File: config.mk
export PLATFORM = sky130hd
export DESIGN_NAME = cond_exec_unit
export DESIGN_NICKNAME = d
export VERILOG_FILES = /design/src/rtl/cond_pkg.sv /design/src/rtl/cond_exec_unit_cond_check.sv /design/src/rtl/cond_exec_unit.sv
export SDC_FILE = /design/constraint.sdc
export NUM_CORES = 1
export LEC_CHECK = 0
export ABC_AREA = 1
export BUFFER_PORTS_ARGS = -buffer_cell sky130_fd_sc_hd__buf_2
export CORE_MARGIN = 4
export CORE_UTILIZATION = 38
export DETAILED_ROUTE_END_ITERATION = 12
export GPL_ROUTABILITY_DRIVEN = 0
export HOLD_SLACK_MARGIN = 0.08
export PLACE_DENSITY = 0.77
export SETUP_SLACK_MARGIN = 0.02
export SYNTH_ARGS = -nofsm -noshare
export SYNTH_HDL_FRONTEND = slang
export SYNTH_SLANG_ARGS = --single-unit
File: constraint.sdc
create_clock -name CLK -period 1.5 [get_ports CLK]
set_clock_uncertainty 0.1 [all_clocks]
set_input_delay 0 -clock CLK [delete_from_list [all_inputs] [get_ports CLK]]
set_output_delay 0 -clock CLK [all_outputs]
set_load 0.02 [all_outputs]
File: src/rtl/cond_pkg.sv
// Shared constants for the conditional-execution unit: condition codes,
// flag bit positions and flag-write enable positions.
package cond_pkg;

    typedef enum logic [3:0] {
        COND_EQ = 4'b0000,
        COND_NE = 4'b0001,
        COND_CS = 4'b0010,
        COND_CC = 4'b0011,
        COND_MI = 4'b0100,
        COND_PL = 4'b0101,
        COND_VS = 4'b0110,
        COND_VC = 4'b0111,
        COND_HI = 4'b1000,
        COND_LS = 4'b1001,
        COND_GE = 4'b1010,
        COND_LT = 4'b1011,
        COND_GT = 4'b1100,
        COND_LE = 4'b1101,
        COND_AL = 4'b1110,
        COND_NV = 4'b1111
    } cond_e;

    // Flag register bit positions, {N,Z,C,V}
    localparam int FLAG_N = 3;
    localparam int FLAG_Z = 2;
    localparam int FLAG_C = 1;
    localparam int FLAG_V = 0;

    // FlagWE bit positions
    localparam int FWE_NZ = 2;
    localparam int FWE_C  = 1;
    localparam int FWE_V  = 0;

endpackage

File: src/rtl/cond_exec_unit_cond_check.sv
// Purely combinational condition-code evaluation against the flag register.
module cond_check
    import cond_pkg::*;
(
    input  logic [3:0] CondE,
    input  logic [3:0] Flags,
    output logic       CondExE
);

    logic n, z, c, v;

    assign n = Flags[FLAG_N];
    assign z = Flags[FLAG_Z];
    assign c = Flags[FLAG_C];
    assign v = Flags[FLAG_V];

    // Decode the condition code into a pass/fail decision
    always_comb begin
        CondExE = 1'b0;
        case (cond_e'(CondE))
            COND_EQ: CondExE = z;
            COND_NE: CondExE = !z;
            COND_CS: CondExE = c;
            COND_CC: CondExE = !c;
            COND_MI: CondExE = n;
            COND_PL: CondExE = !n;
            COND_VS: CondExE = v;
            COND_VC: CondExE = !v;
            COND_HI: CondExE = c & !z;
            COND_LS: CondExE = !c | z;
            COND_GE: CondExE = (n == v);
            COND_LT: CondExE = (n != v);
            COND_GT: CondExE = !z & (n == v);
            COND_LE: CondExE = z | (n != v);
            COND_AL: CondExE = 1'b1;
            default: CondExE = 1'b0;
        endcase
    end

endmodule

File: src/rtl/cond_exec_unit.sv
// Conditional-execution unit: gates execute-stage write controls by the
// condition check and owns the architectural {N,Z,C,V} flag register.
// Optional macro COND_SQUASH_COUNT_EN adds a saturating 16-bit counter of
// condition-failed instructions; without it SquashCount is tied to zero.
module cond_exec_unit
    import cond_pkg::*;
(
    input  logic        CLK,
    input  logic        RESET,
    input  logic        StallE,
    input  logic [3:0]  CondE,
    input  logic [2:0]  FlagWE,
    input  logic        PCSE,
    input  logic        RegWE,
    input  logic        MemWE,
    input  logic        NoWriteE,
    input  logic [3:0]  ALUFlags,
    output logic        PCSrcE,
    output logic        RegWriteE,
    output logic        MemWriteE,
    output logic        CondExE,
    output logic [3:0]  Flags,
    output logic [15:0] SquashCount
);

    logic [3:0] flags_q;
    logic       cond_ex;
    logic       advance;

    cond_check u_cond_check (
        .CondE   (CondE),
        .Flags   (flags_q),
        .CondExE (cond_ex)
    );

    assign advance   = cond_ex & !StallE;
    assign CondExE   = cond_ex;
    assign PCSrcE    = PCSE  & advance;
    assign MemWriteE = MemWE & advance;
    assign RegWriteE = RegWE & advance & !NoWriteE;
    assign Flags     = flags_q;

    // Flag register: per-group load on a passed, unstalled instruction
    always_ff @(posedge CLK or posedge RESET) begin
        if (RESET) begin
            flags_q <= '0;
        end else if (advance) begin
            if (FlagWE[FWE_NZ]) begin
                flags_q[FLAG_N] <= ALUFlags[FLAG_N];
                flags_q[FLAG_Z] <= ALUFlags[FLAG_Z];
            end
            if (FlagWE[FWE_C]) flags_q[FLAG_C] <= ALUFlags[FLAG_C];
            if (FlagWE[FWE_V]) flags_q[FLAG_V] <= ALUFlags[FLAG_V];
        end
    end

`ifdef COND_SQUASH_COUNT_EN
    logic [15:0] squash_q;
    logic        squash_evt;

    assign squash_evt  = !StallE & !cond_ex & (PCSE | RegWE | MemWE | (|FlagWE));
    assign SquashCount = squash_q;

    // Saturating count of instructions that did real work but failed their condition
    always_ff @(posedge CLK or posedge RESET) begin
        if (RESET) begin
            squash_q <= '0;
        end else if (squash_evt && (squash_q != '1)) begin
            squash_q <= squash_q + 16'd1;
        end
    end
`else
    assign SquashCount = '0;
`endif

endmodule

# ---- Word-level counts from Yosys, hierarchy flattened
# Index checks and enable logic that the tools add are counted.
dict set report totals {
  out_inout_bits 24
  register_bits 4
  mem_bits_rw 0
  wordCells 39
  mem_count 0
  latchBits 0
  rom_bits 0
  inputBits 18
}
dict set report op_classes {
  muxes 1
  n_bitwise 9
  add_sub_neg 0
  div_mod_pow 0
  magnitude_cmp 0
  n_reduce_logical 10
  n_shift 0
  n_eq_ne 16
  mul 0
}
# op n
set op_table {}
lappend op_table {{== test 4 bit, second input constant} 7}
lappend op_table {{== test 4 x 3 -> 1 bit, second input constant} 4}
lappend op_table {{case mux 1 bit (15 select lines)} 1}
lappend op_table {{== test 4 x 2 -> 1 bit, second input constant} 2}
lappend op_table {{bitwise AND 1 bit} 7}
lappend op_table {{logical NOT 1 bit} 6}
lappend op_table {{AND reduction 2 bit} 3}
lappend op_table {{== test 4 x 1 -> 1 bit, second input constant} 1}
lappend op_table {{logical NOT 4 bit} 1}
lappend op_table {{OR 1 bit} 2}
lappend op_table {{== test 1 bit} 1}
lappend op_table {{inequality test 1 bit} 1}

# ---- Logic depth before layout (Yosys ltp)
dict set report logic_depth {
  depth_word 6
  mapped_depth 12
  depth_no_buf 12
}

# ---- Hierarchy
# A second synthesis with hierarchy kept.
dict set report hier_totals {
  hier_cells 101
  area_unflattened_um2 574.3
}
# module seq_area_each_um2 area_per_inst_um2 n_inst cells_per_inst
set by_module_without_submodules {}
lappend by_module_without_submodules {cond_exec_unit 100.1 345.3 1 46}
lappend by_module_without_submodules {cond_check 0.0 229.0 1 55}

# ---- Worst setup path before layout
# No wires, ideal clock.
dict set report synth_timing {
  path_type {flip-flop to output port}
  startpoint {register flags_q[3], in the netlist Flags[3]}
  endpoint {output port RegWriteE}
  arrival_ns 1.454
  t_required_ns 1.400
  stages_incl_launch_ff 12
  setup_slack_ns -0.054
  cell_sequence {dfrtp_1 inv_1 nand2_1 nand2_1 nand2_1 nand2_1 nand2_1 nand2_1 nor2_2 nand2_4 nand3_1 nor2_1}
}
dict set report synth_via {
  elab_chain_len 6
}
# element line
set synth_rtl {}
lappend synth_rtl {{start: declaration} cond_exec_unit.sv:26} ;# logic [3:0] flags_q;
lappend synth_rtl {{start signal: indexed assignment} cond_exec_unit.sv:49} ;# flags_q[FLAG_N] <= ALUFlags[FLAG_N];
lappend synth_rtl {{start signal: indexed assignment} cond_exec_unit.sv:50} ;# flags_q[FLAG_Z] <= ALUFlags[FLAG_Z];
lappend synth_rtl {{start signal: indexed assignment} cond_exec_unit.sv:52} ;# if (FlagWE[FWE_C]) flags_q[FLAG_C] <= ALUFlags[FLAG_C];
lappend synth_rtl {{inequality test 1 bit / == test 1 bit (equally long branches)} --}
lappend synth_rtl {{OR 1 bit / bitwise AND 1 bit (equally long branches)} {cond_exec_unit_cond_check.sv:34, cond_exec_unit_cond_check.sv:33}}
lappend synth_rtl {{case mux 1 bit (15 select lines) (*)} cond_exec_unit_cond_check.sv:20} ;# case (cond_e'(CondE))
lappend synth_rtl {{net CondExE} cond_exec_unit.sv:21} ;# output logic CondExE,
lappend synth_rtl {{bitwise AND 1 bit (*)} cond_exec_unit.sv:36} ;# assign advance = cond_ex & !StallE;
lappend synth_rtl {{bitwise AND 1 bit (*) (2 in series)} cond_exec_unit.sv:40} ;# assign RegWriteE = RegWE & advance & !NoWriteE;
lappend synth_rtl {{end: declaration} cond_exec_unit.sv:19} ;# output logic RegWriteE,
# The timed path passes the listed nets; every way through them passes the cells marked *.

# ---- Final worst setup path
dict set report layout_timing {
  startpoint {register flags_q[3], in the netlist Flags[3]}
  endpoint {output port RegWriteE}
}
dict set report layout_via {
  elab_chain_len 6
}
# element line
set layout_rtl {}
lappend layout_rtl {{inequality test 1 bit / == test 1 bit (equally long branches)} --}
lappend layout_rtl {{OR 1 bit / bitwise AND 1 bit (equally long branches)} {cond_exec_unit_cond_check.sv:34, cond_exec_unit_cond_check.sv:33}}
lappend layout_rtl {{case mux 1 bit (15 select lines) (*)} cond_exec_unit_cond_check.sv:20}
lappend layout_rtl {{bitwise AND 1 bit (*)} cond_exec_unit.sv:36}
lappend layout_rtl {{bitwise AND 1 bit (*) (2 in series)} cond_exec_unit.sv:40}
# Mark *: on every way between the ends. The rest lies on a longest branch, timed or not.

==> results.toml <==
[run_status]
status = "finished, violations left"
violations = "negative setup slack"

[min_path]
hp-class = "input pin to async pin"

[sta]
slew_violations = 0
setup_violations = 8
hold_slack_ns = 0.07788
setup_slack_ns = -0.1706
fin_crit_sh = 1.114
setup_tns_ns = -0.9043
max_freq_mhz = 598.6
hold_viol = 0
finalCriticalPeriod_ns = 1.671
rsz0062_at_grt = "yes"

[clocking]
cts_root_buffer = "clkbuf_4"
h-tree-depth = 1
clock_path_buffers = 2
cts.reportedPaths.clkPinSlew_ns = 0.05
cts.sinks = 4
cts_tree = "yes"
clock_latency_ns = 0.25
numCtsBuffers = 3

[logic_synthesis]
syn_inst = 97
yosysSeqAreaShare = 0.1818
synthTopCellsByArea = "nand2_1 23%, buf_4 22%, dfrtp_1 18%"
ys_types = 14
syn-cell-area_um2 = 550.5
netlist.area_leader.share = 0.2250
ys_ff_latch = 4
synth_area_per_cell_um2 = 5.676
yosysTopAreaCell = "nand2_1"
yosys_warnings = 0

[routing]
vias = 695
wl_per_cell_um = 11.28
drt_drc_violations_left = 0
vias_per_cell = 4.455
ant_nets = 0
routed_wl_mm = 1.760
drt_iter0_drc = 9
drtPass1Iterations = 4

[layout]
utilization = 0.6660
n_antenna_cell = 0
final.fill_count = 113
finalNonFillerCells = 156
layout_commonest_cell = "nand2_1"
nNetsFinal = 160
register_area_um2 = 102.6
multi_input_comb_area_um2 = 394.1
drive_gt1_frac = 0.3830
area_growth_pct = 61.36
largest_reg_flops = 4
final_cell_mix = "28 x nand2_1, 21 x buf_2, 16 x conb_1, 11 x inv_1, 8 x dlygate4sd3_1"

[placement]
dp_cells = 136
portBuffers = 25
dp_hpwl_mm = 1.031
dp_slack_ns = 0.02762

[global_route]
grt_overflow_total = 0
antenna_found_initial = 0
grt_max_degree = 10
grtUsageTotal = 0.1789
first_global_vias = 634
grt_pass1_wl_mm = 2.711

[job]
drv_cap = 0

[floorplanning]
initial_core_util = 0.4128
core_region_area_mm2 = 0.001334
dieArea_mm2 = 0.002122
num_rows = 13
io_pins = 42
die_x_um = 46.06
die_h_um = 46.06

[power]
powerDensity_mw_per_mm2 = 1260
leakage_nw = 0.5165
peakVddDrop_mv = 0.8106

[worst_setup_path]
worstSetupPathType = "flip-flop to output pin"
start_kind = "flip-flop"
timing.rr.start = "Flags[3]"
cp.required_ns = 1.40
critPathCaptureType = "output pin"
crit_start = "Flags[3]"
crit_arrival_ns = 1.57
worstPathMaxFanout = 6
layer usage:
layer	part of all wire	GRT usage	wire [um]
met3	0.10	0.05469	181
met2	0.51	0.3269	893
met1	0.37	0.1944	655
met5	0	0	0
met4	0.016	0.05114	29
final timing paths:
check | end | slack, ns | cells after the start
min reg2reg | Flags[2] | 0.47 | 2
max reg2reg | Flags[3] | -0.09 | 11
max in group asynchronous | Flags[3] | 1.05 | 3
min | Flags[0] | 0.08 | 3
min in group CLK | RegWriteE | 0.18 | 3
max | RegWriteE | -0.17 | 12
Yosys cell counts:
library cell / count
buf_4: 16
clkinv_1: 1
nand2_4: 1
a21oi_1: 2
nand3_1: 9
nand3_2: 1
nor3_1: 1
dfrtp_1: 4
conb_1: 1
nor2_2: 1
inv_1: 13
nand4_1: 4
nand2_1: 33
nor2_1: 10
critical path, stage by stage (launching register included):
cell     delay (ns)
dfrtp_2        0.43
inv_2          0.07
nand2_2        0.05
nand2_2        0.08
nand2_2        0.05
nand2_1        0.05
nand2_1        0.05
nand2_1        0.07
nor2_2         0.05
nand2_4        0.11
nand3_4        0.09
nor2_4         0.10
buf_6          0.12
per-stage QoR:
step                      instance area, um2   power, W
after floorplan                        611.8  0.0005883
after global placement                 635.6  0.0006921
after detailed placement               635.6  0.0006999
after CTS                              847.1   0.001069
after global routing                   888.4   0.001204
final                                  888.4   0.001119
cell families (layout without fill, tap and decap cells):
kind of cell,count (synthesis),after routing,share of synthesized area
buffers and inverters,30,59,0.3136
DFF,4,4,0.1818
other,1,16,0.006812
AOI/OAI and AO/OA,2,2,0.01818
and+or+nand+nor,60,60,0.4795
power breakdown:
group / internal [W] / total (W) / switching [W]
Combinational: 0.000318 / 0.000735 / 0.000417
Clock: 0.000100 / 0.000154 / 0.0000537
Sequential: 0.000164 / 0.000230 / 0.0000665
timing repair:
action,in CTS,in global routing
cloned,0,0
endpoints found under the setup margin,4,8
setup buffers,9,0
hold buffers,8,0
hold endpoints to repair,8,0
pin swaps,6,7
resized for setup,15,11
area by class of cell:
class / instances / share of cell area
multi-input cells: 78 / 0.4437
clock buffers: 4 / 0.02958
well taps: 15 / 0.02113
repair buffers: 41 / 0.3310
inverters: 14 / 0.05915
flip-flops and latches: 4 / 0.1155
Power figures use the tool's default switching activity.
